**src/rtl/status_reg_pkg.sv**
```systemverilog
// Shared CPU definitions: flag commands, branch conditions, P-bit positions
// and the branch evaluation helper used by the status register.
package cpu_pkg;

  typedef enum logic [2:0] {
    FC_NONE = 3'd0,
    FC_CLC  = 3'd1,
    FC_SEC  = 3'd2,
    FC_CLI  = 3'd3,
    FC_SEI  = 3'd4,
    FC_CLD  = 3'd5,
    FC_SED  = 3'd6,
    FC_CLV  = 3'd7
  } flag_cmd_t;

  typedef enum logic [2:0] {
    BR_BPL = 3'd0,
    BR_BMI = 3'd1,
    BR_BVC = 3'd2,
    BR_BVS = 3'd3,
    BR_BCC = 3'd4,
    BR_BCS = 3'd5,
    BR_BNE = 3'd6,
    BR_BEQ = 3'd7
  } br_cond_t;

  localparam int P_C = 0;
  localparam int P_Z = 1;
  localparam int P_I = 2;
  localparam int P_D = 3;
  localparam int P_B = 4;
  localparam int P_U = 5;
  localparam int P_V = 6;
  localparam int P_N = 7;

  function automatic logic branch_eval(input br_cond_t cond, input logic n,
                                       input logic v, input logic z, input logic c);
    logic taken;
    taken = 1'b0;
    case (cond)
      BR_BPL: taken = ~n;
      BR_BMI: taken = n;
      BR_BVC: taken = ~v;
      BR_BVS: taken = v;
      BR_BCC: taken = ~c;
      BR_BCS: taken = c;
      BR_BNE: taken = ~z;
      BR_BEQ: taken = z;
      default: taken = 1'b0;
    endcase
    return taken;
  endfunction

endpackage

```
**src/rtl/status_reg_if.sv**
```systemverilog
// Control/ALU-side bundle of the processor status register.
interface status_reg_if;
  import cpu_pkg::*;

  logic       alu_zero;
  logic       alu_negative;
  logic       alu_overflow;
  logic       alu_c_out;
  logic [3:0] flag_we;
  flag_cmd_t  flag_cmd;
  logic       p_load;
  logic [7:0] p_in;
  logic       int_entry;
  logic       push_brk;
  br_cond_t   br_cond;
  logic       irq_n;
  logic       nmi_n;
  logic       nmi_ack;
  logic       carry;
  logic       decimal;
  logic [7:0] p_out;
  logic       branch_taken;
  logic       int_req;
  logic       nmi_pending;

  modport master (
    output alu_zero, alu_negative, alu_overflow, alu_c_out, flag_we, flag_cmd,
           p_load, p_in, int_entry, push_brk, br_cond, irq_n, nmi_n, nmi_ack,
    input  carry, decimal, p_out, branch_taken, int_req, nmi_pending
  );

  modport slave (
    input  alu_zero, alu_negative, alu_overflow, alu_c_out, flag_we, flag_cmd,
           p_load, p_in, int_entry, push_brk, br_cond, irq_n, nmi_n, nmi_ack,
    output carry, decimal, p_out, branch_taken, int_req, nmi_pending
  );
endinterface

```
**src/rtl/status_reg_int_sync.sv**
```systemverilog
// Multi-stage synchroniser for an active-low async input, with a registered
// history flop for synchronised falling-edge detection.
module int_sync #(
  parameter int STAGES = 2
) (
  input  logic clk,
  input  logic resetb,
  input  logic async_n_i,
  output logic level_o,
  output logic fall_o
);

  logic [STAGES-1:0] sync_q;
  logic              hist_q;

  // Flops reset to the inactive (high) level so reset never fakes an edge.
  always_ff @(posedge clk or negedge resetb) begin
    if (!resetb) begin
      sync_q <= '1;
      hist_q <= 1'b1;
    end else begin
      sync_q <= {sync_q[STAGES-2:0], async_n_i};
      hist_q <= sync_q[STAGES-1];
    end
  end

  assign level_o = ~sync_q[STAGES-1];
  assign fall_o  = hist_q & ~sync_q[STAGES-1];

endmodule

```
**src/rtl/status_reg.sv**
```systemverilog
// Processor status (P) register: ALU flag capture, flag commands, branch
// evaluation, push byte and IRQ/NMI request generation.
module status_reg
  import cpu_pkg::*;
#(
  parameter logic [7:0] RESET_P     = 8'h24,
  parameter int         SYNC_STAGES = 2
) (
  input logic         clk,
  input logic         resetb,
  status_reg_if.slave bus
);

  logic n_q, v_q, d_q, i_q, z_q, c_q;
  logic n_d, v_d, d_d, i_d, z_d, c_d;
  logic nmi_pending_q;
  logic irq_sync, nmi_fall, irq_edge_unused;
  logic [1:0] p_in_unused;

  // Bits 5/4 of the pulled byte have no storage behind them.
  assign p_in_unused = bus.p_in[P_U:P_B];

  // Per-bit priority: p_load > int_entry (I only) > flag_cmd > flag_we > hold.
  always_comb begin
    n_d = n_q;
    v_d = v_q;
    d_d = d_q;
    i_d = i_q;
    z_d = z_q;
    c_d = c_q;
    if (bus.p_load) begin
      n_d = bus.p_in[P_N];
      v_d = bus.p_in[P_V];
      d_d = bus.p_in[P_D];
      i_d = bus.p_in[P_I];
      z_d = bus.p_in[P_Z];
      c_d = bus.p_in[P_C];
    end else begin
      if (bus.flag_we[3]) n_d = bus.alu_negative;
      if (bus.flag_cmd == FC_CLV)      v_d = 1'b0;
      else if (bus.flag_we[2])         v_d = bus.alu_overflow;
      if (bus.flag_we[1]) z_d = bus.alu_zero;
      if (bus.flag_cmd == FC_CLC)      c_d = 1'b0;
      else if (bus.flag_cmd == FC_SEC) c_d = 1'b1;
      else if (bus.flag_we[0])         c_d = bus.alu_c_out;
      if (bus.flag_cmd == FC_CLD)      d_d = 1'b0;
      else if (bus.flag_cmd == FC_SED) d_d = 1'b1;
      if (bus.int_entry)               i_d = 1'b1;
      else if (bus.flag_cmd == FC_CLI) i_d = 1'b0;
      else if (bus.flag_cmd == FC_SEI) i_d = 1'b1;
    end
  end

  always_ff @(posedge clk or negedge resetb) begin
    if (!resetb) begin
      n_q <= RESET_P[P_N];
      v_q <= RESET_P[P_V];
      d_q <= RESET_P[P_D];
      i_q <= RESET_P[P_I];
      z_q <= RESET_P[P_Z];
      c_q <= RESET_P[P_C];
    end else begin
      n_q <= n_d;
      v_q <= v_d;
      d_q <= d_d;
      i_q <= i_d;
      z_q <= z_d;
      c_q <= c_d;
    end
  end

  int_sync #(.STAGES(SYNC_STAGES)) u_irq_sync (
    .clk       (clk),
    .resetb    (resetb),
    .async_n_i (bus.irq_n),
    .level_o   (irq_sync),
    .fall_o    (irq_edge_unused)
  );

  int_sync #(.STAGES(SYNC_STAGES)) u_nmi_sync (
    .clk       (clk),
    .resetb    (resetb),
    .async_n_i (bus.nmi_n),
    .level_o   (),
    .fall_o    (nmi_fall)
  );

  // A fresh edge outranks an acknowledge arriving in the same cycle.
  always_ff @(posedge clk or negedge resetb) begin
    if (!resetb)             nmi_pending_q <= 1'b0;
    else if (nmi_fall)       nmi_pending_q <= 1'b1;
    else if (bus.nmi_ack)    nmi_pending_q <= 1'b0;
  end

  assign bus.carry        = c_q;
  assign bus.decimal      = d_q;
  assign bus.p_out        = {n_q, v_q, 1'b1, bus.push_brk, d_q, i_q, z_q, c_q};
  assign bus.branch_taken = branch_eval(bus.br_cond, n_q, v_q, z_q, c_q);
  assign bus.nmi_pending  = nmi_pending_q;
  assign bus.int_req      = nmi_pending_q | (irq_sync & ~i_q);

endmodule

```
**src/flat_wrapper.sv**
```systemverilog
// flat-port wrapper written by rule: the top's interface ports become plain ports
module status_reg_flat import cpu_pkg::*;
#(
  parameter logic [7:0] RESET_P     = 8'h24,
  parameter int         SYNC_STAGES = 2
)
  (clk, resetb, bus_alu_zero, bus_alu_negative, bus_alu_overflow, bus_alu_c_out, bus_flag_we, bus_flag_cmd, bus_p_load, bus_p_in, bus_int_entry, bus_push_brk, bus_br_cond, bus_irq_n, bus_nmi_n, bus_nmi_ack, bus_carry, bus_decimal, bus_p_out, bus_branch_taken, bus_int_req, bus_nmi_pending);
  status_reg_if bus_i ();
  input logic clk;
  input logic resetb;
  input wire logic [$bits(bus_i.alu_zero)-1:0] bus_alu_zero;
  input wire logic [$bits(bus_i.alu_negative)-1:0] bus_alu_negative;
  input wire logic [$bits(bus_i.alu_overflow)-1:0] bus_alu_overflow;
  input wire logic [$bits(bus_i.alu_c_out)-1:0] bus_alu_c_out;
  input wire logic [$bits(bus_i.flag_we)-1:0] bus_flag_we;
  input wire logic [$bits(bus_i.flag_cmd)-1:0] bus_flag_cmd;
  input wire logic [$bits(bus_i.p_load)-1:0] bus_p_load;
  input wire logic [$bits(bus_i.p_in)-1:0] bus_p_in;
  input wire logic [$bits(bus_i.int_entry)-1:0] bus_int_entry;
  input wire logic [$bits(bus_i.push_brk)-1:0] bus_push_brk;
  input wire logic [$bits(bus_i.br_cond)-1:0] bus_br_cond;
  input wire logic [$bits(bus_i.irq_n)-1:0] bus_irq_n;
  input wire logic [$bits(bus_i.nmi_n)-1:0] bus_nmi_n;
  input wire logic [$bits(bus_i.nmi_ack)-1:0] bus_nmi_ack;
  output wire logic [$bits(bus_i.carry)-1:0] bus_carry;
  output wire logic [$bits(bus_i.decimal)-1:0] bus_decimal;
  output wire logic [$bits(bus_i.p_out)-1:0] bus_p_out;
  output wire logic [$bits(bus_i.branch_taken)-1:0] bus_branch_taken;
  output wire logic [$bits(bus_i.int_req)-1:0] bus_int_req;
  output wire logic [$bits(bus_i.nmi_pending)-1:0] bus_nmi_pending;
  assign bus_i.alu_zero = bus_alu_zero;
  assign bus_i.alu_negative = bus_alu_negative;
  assign bus_i.alu_overflow = bus_alu_overflow;
  assign bus_i.alu_c_out = bus_alu_c_out;
  assign bus_i.flag_we = bus_flag_we;
  assign bus_i.flag_cmd = bus_flag_cmd;
  assign bus_i.p_load = bus_p_load;
  assign bus_i.p_in = bus_p_in;
  assign bus_i.int_entry = bus_int_entry;
  assign bus_i.push_brk = bus_push_brk;
  assign bus_i.br_cond = bus_br_cond;
  assign bus_i.irq_n = bus_irq_n;
  assign bus_i.nmi_n = bus_nmi_n;
  assign bus_i.nmi_ack = bus_nmi_ack;
  assign bus_carry = bus_i.carry;
  assign bus_decimal = bus_i.decimal;
  assign bus_p_out = bus_i.p_out;
  assign bus_branch_taken = bus_i.branch_taken;
  assign bus_int_req = bus_i.int_req;
  assign bus_nmi_pending = bus_i.nmi_pending;
  status_reg #(.RESET_P(RESET_P), .SYNC_STAGES(SYNC_STAGES)) u_core (.clk(clk), .resetb(resetb), .bus(bus_i));
endmodule
```
**config.mk**
```make
export PLATFORM = sky130hd
export DESIGN_NAME = status_reg_flat
export DESIGN_NICKNAME = d
export VERILOG_FILES = /design/src/rtl/status_reg_pkg.sv /design/src/rtl/status_reg_if.sv /design/src/rtl/status_reg_int_sync.sv /design/src/rtl/status_reg.sv /design/src/flat_wrapper.sv
export SDC_FILE = /design/constraint.sdc
export NUM_CORES = 1
export LEC_CHECK = 0
export CORE_MARGIN = 2
export CORE_UTILIZATION = 33
export CTS_CLUSTER_SIZE = 28
export DETAILED_ROUTE_END_ITERATION = 8
export PLACE_DENSITY_LB_ADDON = 0.1
export SLEW_MARGIN = 10
export SYNTH_ARGS = -nofsm -noshare
export SYNTH_HDL_FRONTEND = slang
export SYNTH_SLANG_ARGS = --single-unit
export TNS_END_PERCENT = 20
```
**constraint.sdc**
```tcl
create_clock -name clk -period 1.7 [get_ports clk]
set_input_delay 0.34 -clock clk [delete_from_list [all_inputs] [get_ports clk]]
set_output_delay 0.34 -clock clk [all_outputs]
set_load 0.03 [all_outputs]
```
### Yosys cells after proc, flatten, opt, wreduce, memory -nomap -nowiden

Index checks and enable logic that the tools add are counted.

| storage, ports and cells | value |
|---|---|
| bits in registers | 12 |
| output and inout port bits | 13 |
| bits of input ports | 30 |
| word-level logic and storage cells | 63 |

| operators by class | value |
|---|---|
| equal/unequal tests | 14 |
| mux-type cells | 21 |
| bitwise gates (word level) | 10 |
| reduce and logical (&&, ||, !) cells | 8 |

Operator list:

| kind | count |
|---|---|
| $eq A3 B3 Y1 const B | 8 |
| $mux W1 | 20 |
| $eq A3 B2 Y1 const B | 4 |
| $pmux W1 S8 | 1 |
| $reduce_bool A4 Y1 | 2 |
| $not A1 Y1 | 7 |
| $eq A3 B1 Y1 const B | 2 |
| $reduce_bool A2 Y1 | 3 |
| $reduce_bool A3 Y1 | 2 |
| $logic_not A3 Y1 | 1 |
| $and A1 B1 Y1 | 2 |
| $or A1 B1 Y1 | 1 |

### Logic depth before layout (Yosys ltp)

Gate-level depths: netlist (run 1).

| logic depth | value |
|---|---|
| word-level depth | 5 |
| gate-level depth with buffers | 3 |
| gate-level depth less buffers | 3 |

### Cells and area by module

Synthesis (run 1) repeated with hierarchy kept, for this count alone.

| second synthesis, totals | value |
|---|---|
| cell total of the unflattened synthesis | 60 |
| area total of the unflattened synthesis | 638.1 um^2 |

By module, submodules not included:

| module | seq. area each (um^2) | instances | area an instance (um^2) | cells an instance |
|---|---|---|---|---|
| status_reg | 176.4 | 1 | 460.4 | 50 |
| int_sync | 78.8 | 2 | 88.8 | 5 |

### Least setup slack after synthesis (run 1)

OpenSTA, ideal clock, no wires.

| path | value |
|---|---|
| path kind | reg-to-output |
| from | reg u_core.c_q (netlist: u_core.bus.carry) |
| to | out bus_branch_taken |
| buffers on the path | 0 |
| data arrival time | 1533 ps |
| required time | 1360 ps |
| cell stages (with the launch flop) | 3 |
| path slack | -173 ps |
| cells stage by stage | dfrtp_1 mux4_2 xnor2_1 |

| on the way | value |
|---|---|
| cells in the longest elaborated chain, start to end | 2 |

RTL lines:

| what | line | text |
|---|---|---|
| from (decl) | status_reg.sv:14 | `logic n_q, v_q, d_q, i_q, z_q, c_q;` |
| from (signal assigned) | status_reg.sv:61 | `c_q <= RESET_P[P_C];` |
| $not A1 Y1 | status_reg_pkg.sv:45 | `BR_BCC: taken = ~c;` |
| $pmux W1 S8 * | status_reg_pkg.sv:40 | `case (cond)` |
| to (decl) | flat_wrapper.sv:28 | `output wire logic [$bits(bus_i.branch_taken)-1:0] bus_branch_taken;` |

Mark *: on every way between the ends. The rest lies on a longest branch, timed or not.

### Worst setup path in the final report (run 1)

| path | value |
|---|---|
| from | reg u_core.z_q |
| to | out bus_branch_taken |

| on the way | value |
|---|---|
| cells in the longest elaborated chain, start to end | 2 |

RTL lines:

| what | line | text |
|---|---|---|
| from (decl) | status_reg.sv:14 |  |
| from (signal assigned) | status_reg.sv:60 | `z_q <= RESET_P[P_Z];` |
| from (signal assigned) | status_reg.sv:67 | `z_q <= z_d;` |
| $not A1 Y1 | status_reg_pkg.sv:47 | `BR_BNE: taken = ~z;` |
| $pmux W1 S8 * | status_reg_pkg.sv:40 |  |

Marked as above.

==> out/qor.txt, run 1 <==
top-count cell post-synth: buf_4
post-cts hold buffer count: 0
most instantiated cells after synthesis: buf_4 (8), dfrtp_1 (6), dfstp_2 (6)
failing checks: setup timing
Worst Setup Start Kind: flop
row cnt: 15
Synth top area share: 0.2681
FF+latch count, synth: 12
Critical Path AT: 1480 ps
CTS clk-pin slew, worst paths: 80 ps
Reg2Reg Depth: 4
drt via density: 4.523
layout cells sized above 1: 0.1744
Finish-stage setup viols: 1
crit-path max cell delay: 500 ps
final critical-path required period: 1819 ps
Die Span Y: 46.22 µm
critical setup path kind: flop to output pin
sequential share of the synthesized area: 0.5234
DP HPWL: 978.1 µm
Initial Util: 0.3443
first-pass GRT wire length: 1925 µm
post-route ant nets: 0
Die ar.: 2136 µm²
via count: 502
WP depth: 3
Port-buffer cells: 37
H-tree lvl count: 1
CTS tree: built
clock root buffer: clkbuf_4
antenna cell count: 0
Skew-Pair Late Insertion Delay: 270 ps
post-route DRC violation count: 0
Post-synth EDFFs: 0
NumNets Final: 117
Worst Hold Depth: 0
drt pass-1 iters: 4
outcome: finished, violations left
CP Max Fanout: 3
design area: 982.2 µm²
maximum clock rate: 549.9 MHz
Net Count, Synth: 83
initial antenna violation count: 0
GRT Total Usage: 0.1330
clk buf depth: 2
Worst-Margin Slew: 537.9 ps
Final Cycle Share: 1.070
Largest regs: u_core.u_irq_sync.sync_q: 2 flops, u_core.u_nmi_sync.sync_q: 2 flops
Leak: 0.0004604 µW
Synth Flop Type: dfstp_2
# IOs: 43
number of max-cap violations: 0
RSZ-0062 raised after global routing: true
Hold Vio Cnt, Final: 0
GPL Wtd Cong: 0.6643
number of fill cells: 161
clk_skew: 0.1910 ps
Netlist cell types: 21
Pwr Density: 803.9 nW/µm²
vias in the first global route: 493
Final Max Tran Viols: 0
gr ovfl total: 0
relative slew slack: 0.6403
top post-synthesis cells by area: dfstp_2 (27%), dfrtp_1 (26%), buf_4 (10%), mux2i_1 (6.8%), mux4_2 (3.8%)
slowest CP cell: mux4_2
syn avg cell area: 11.10 µm²
placed instance area: 930.9 µm²
core area: 1708 µm²
Routed WL per cell: 11.21 µm
pin count of the biggest net entering global routing: 13
CTS buffer count: 3
Synth area leader: dfstp_2
Post-Syn Area: 588.1 µm²
area delta synth->final: 67.02%
Req. time, crit path: 1360 ps
Mapped Cells: 53
class of the tightest hold or removal check: flop to flop
Crit path max-delay family: multiplexers
VDD IR-drop max: 541.5 µV
setup TNS: -118.6 ps
final worst slack: -118.6 ps
die width: 46.22 µm
Buf/Inv on CP: 1
FFs w/ async S/R, synth: 1.000
DRT iter0 DRCs: 4
total clock sinks: 12
worst path cell trace: mux4_2 > xnor2_2 > buf_6
Crit. End Element: output pin
DRT Wirelength: 1244 µm
YS warnings: 0
-- routing by layer --
layer / up-vias / track usage / wire length (µm)
li1: 241 / - / -
met1: 233 / 0.1471 / 522
met2: 26 / 0.2000 / 546
met3: 2 / 0.05490 / 158
met4: 0 / 0.1029 / 17
met5: - / 0 / 0
-- repair_timing --
action,CTS,global route
setup endpoints to repair,3,5
pin swaps,1,1
setup buffers,1,0
resized for setup,6,4
-- worst reg2reg max path, cell delays in order, from the launching register on --
cell and delay [ps]:
dfrtp_1 380, buf_4 130, mux2_2 270, a21oi_1 130
o31ai_1 80
-- worst paths after layout --
check                                                 startpoint                                     to  slack (ps)
max in group asynchronous                                 resetb     u_core.u_nmi_sync.hist_q$_DFF_PN1_         910
hold reg to reg            u_core.u_nmi_sync.sync_q[0]$_DFF_PN1_  u_core.u_nmi_sync.sync_q[1]$_DFF_PN1_         360
min in group asynchronous                                 resetb         u_core.bus.decimal$_DFFE_PN0P_         410
setup / recovery                          u_core.z_q$_DFFE_PN0P_                       bus_branch_taken        -120
hold / removal             u_core.u_nmi_sync.sync_q[0]$_DFF_PN1_  u_core.u_nmi_sync.sync_q[1]$_DFF_PN1_         360
setup reg to reg                    u_core.bus.carry$_DFFE_PN0P_           u_core.bus.carry$_DFFE_PN0P_         580
-- metrics by stage --
stage                     cells  utilization  worst slack (ps)  hold slack, ps  power, µW
after floorplan              53            -            0.2890           44.41      467.6
after global placement      106       0.5451            -289.2           345.5      571.7
after detailed placement    106       0.5451            -299.8           348.5      575.2
after CTS                   111       0.5692            -166.4           359.4      801.4
after global routing        111       0.5751            -167.6           361.0      830.5
final                       111       0.5751            -118.6           357.7      789.6
-- cell usage in the layout, fill, tap and decap left out --
cell type / netlist / layout
dfstp_2: 6 / 6
mux4_2: 1 / 1
nand2_1: 4 / 4
clkbuf_8: 0 / 1
clkbuf_4: 0 / 3
inv_1: 2 / 2
xnor2_2: 0 / 1
o31ai_1: 2 / 2
nor2b_1: 1 / 1
a21oi_1: 1 / 1
o22ai_1: 2 / 2
a311oi_1: 1 / 1
dlygate4sd2_1: 0 / 5
buf_6: 0 / 1
mux2_2: 1 / 1
mux2i_1: 4 / 4
nand2b_1: 1 / 1
dfrtp_1: 6 / 6
dlymetal6s2s_1: 0 / 4
nor2_1: 3 / 3
buf_4: 8 / 1
o21ai_0: 4 / 4
clkdlybuf4s50_1: 0 / 27
conb_1: 1 / 1
a21o_1: 1 / 1
a21boi_0: 2 / 2
-- logic make-up after synthesis --
family,after synthesis,share of synthesized area
DFF,12,0.5234
other,1,0.006377
xor gates and xnor gates,1,0.01490
buffers and inverters,11,0.1213
AOI/OAI and AO/OA,13,0.1425
and+or+nand+nor,9,0.06596
muxes,6,0.1255
-- report_power, final --
| group | switching, µW | total (µW) | internal, µW |
|---|---|---|---|
| clock network | 95.1 | 225 | 130 |
| logic | 114 | 238 | 124 |
| registers | 12.8 | 327 | 314 |
| total | 222 | 790 | 568 |
-- layout make-up --
| type | instances | area [µm²] | area share |
|---|---|---|---|
| clock buffer | 4 | 36.28 | 0.03694 |
| inverter | 2 | 7.507 | 0.007643 |
| multi-input combinational | 30 | 216.5 | 0.2204 |
| sequential | 12 | 307.8 | 0.3134 |
| tap | 25 | 31.28 | 0.03185 |
| timing repair buffer | 38 | 382.9 | 0.3898 |
Note: power is estimated with default switching activity, not from simulation.
==> inputs of run 2 (changes only) <==
--- a/config.mk
+++ b/config.mk
@@ -9,6 +9,8 @@
 export CORE_UTILIZATION = 33
 export CTS_CLUSTER_SIZE = 28
 export DETAILED_ROUTE_END_ITERATION = 8
+export GPL_ROUTABILITY_DRIVEN = 0
+export MAX_ROUTING_LAYER = met4
 export PLACE_DENSITY_LB_ADDON = 0.1
 export SLEW_MARGIN = 10
 export SYNTH_ARGS = -nofsm -noshare
==> run 2 against run 1 <==
Against the previous run:
- the flow still finishes with violations (setup timing)
- clock power hardly changed
- total power is 0.23% lower
- maximum frequency hardly changed
- clock-buffer cell count stayed put
- cell count stayed put
- sequential share of layout area stayed put
- critical path depth stayed put
- utilization stayed put
- via count is 0.20% higher
- largest cell class unchanged
- highest routed layer unchanged
==> out/qor.txt, run 2 (synthesized netlist as in run 1, its figures left out) <==
Final Max Tran Viols: 0
antenna cell count: 0
final std cells w/o fill: 111
GRT Total Usage: 0.1369
Port-buffer cells: 37
Worst Setup Start Kind: flop
Worst-Margin Slew: 531.0 ps
CTS clk-pin slew, worst paths: 80 ps
clk buf depth: 2
placed insts: 106
drt via density: 4.532
relative slew slack: 0.6449
M2 GR Usage: 0.2000
H-tree lvl count: 1
NumNets Final: 117
worst slack at placement: -299.8 ps
die width: 46.22 µm
pin count of the biggest net entering global routing: 13
CTS buffer count: 3
Die ar.: 2136 µm²
total power: 787.7 µW
worst path cell trace: mux4_2 > xnor2_2 > buf_6
maximum clock rate: 550.4 MHz
clock root buffer: clkbuf_4
initial antenna violation count: 0
post-route DRC violation count: 0
area delta synth->final: 67.02%
class of the tightest hold or removal check: flop to flop
Crit. End Element: output pin
Leak: 0.0004604 µW
crit-path max cell delay: 500 ps
Largest regs: u_core.u_irq_sync.sync_q: 2 flops, u_core.u_nmi_sync.sync_q: 2 flops
VDD IR-drop max: 537.7 µV
clk_skew: 0.2845 ps
vias in the first global route: 493
# IOs: 43
Crit path max-delay family: multiplexers
DRT iter0 DRCs: 2
post-cts hold buffer count: 0
Pwr Density: 802.0 nW/µm²
met3 global-route usage: 0.05098
outcome: finished, violations left
Initial Util: 0.3443
Buf/Inv on CP: 1
total clock sinks: 12
row cnt: 15
via count: 503
drt pass-1 iters: 2
first-pass GRT wire length: 1925 µm
Routed WL per cell: 11.12 µm
number of max-cap violations: 0
slowest CP cell: mux4_2
CTS tree: built
post-route ant nets: 0
Die Span Y: 46.22 µm
most common cell after layout, fill and taps aside: clkdlybuf4s50_1
gr ovfl total: 0
busiest grt layer: met2
critical setup path kind: flop to output pin
M1 GR Usage: 0.1495
Hold Vio Cnt, Final: 0
Finish-stage setup viols: 1
most frequent cells in the layout: clkdlybuf4s50_1 (27), dfrtp_1 (6), dfstp_2 (6)
layout cells sized above 1: 0.1744
Critical Path AT: 1480 ps
final worst slack: -117.0 ps
core area: 1708 µm²
DP HPWL: 978.1 µm
Req. time, crit path: 1360 ps
Final Cycle Share: 1.069
Skew-Pair Late Insertion Delay: 260 ps
CP Max Fanout: 3
final critical-path required period: 1817 ps
RSZ-0062 raised after global routing: true
failing checks: setup timing
DRT Wirelength: 1234 µm
[run 2: cell counts in the layout (fill, tap and decap cells not counted)]
No cell type changed its count.
[run 2: stage by stage]
step	cell area [µm²]	hold slack [ps]	util	TNS (ps)
CTS	972.2	359.4	0.5692	-166.4
floorplan	595.6	44.41	-	0
global placement	930.9	345.5	0.5451	-289.2
finish	982.2	357.4	0.5751	-117.0
global route	982.2	361.0	0.5751	-167.6
detailed placement	930.9	348.5	0.5451	-299.8
[run 2: layout make-up]
class,instances,area [µm²]
repair buffers,38,382.9
well taps,25,31.28
multi-input cells,30,216.5
fillers,161,725.7
inverters,2,7.507
flip-flops and latches,12,307.8
clock buffers,4,36.28
[run 2: routing by layer]
layer  vias to the layer above  routed length, µm
li1                        243                  -
met1                       234                526
met2                        24                549
met3                         2                142
met4                         0                 15
met5                         -                  0
[run 2: path summary, 6_finish.rpt]
check,from,end,slack (ps),cells after the start
worst min-delay path,u_core.u_nmi_sync.sync_q[0]$_DFF_PN1_,u_core.u_nmi_sync.sync_q[1]$_DFF_PN1_,360,0
worst min register to register,u_core.u_nmi_sync.sync_q[0]$_DFF_PN1_,u_core.u_nmi_sync.sync_q[1]$_DFF_PN1_,360,0
worst max-delay path,u_core.z_q$_DFFE_PN0P_,bus_branch_taken,-120,3
min in group asynchronous,resetb,u_core.bus.decimal$_DFFE_PN0P_,410,1
max in group asynchronous,resetb,u_core.u_nmi_sync.hist_q$_DFF_PN1_,910,1
worst max register to register,u_core.bus.carry$_DFFE_PN0P_,u_core.bus.carry$_DFFE_PN0P_,580,4
[run 2: report_power, final]
group	leakage (µW)	internal, µW	switching (µW)
clock	0.0000210	130	93.3
combinational	0.000303	124	114
sequential	0.000136	314	12.9
[run 2: timing repair]
item                                    in CTS  in global routing
endpoints found under the setup margin       3                  5
gates resized for setup                      6                  4
pin swaps                                    1                  1
buffers inserted                             1                  0
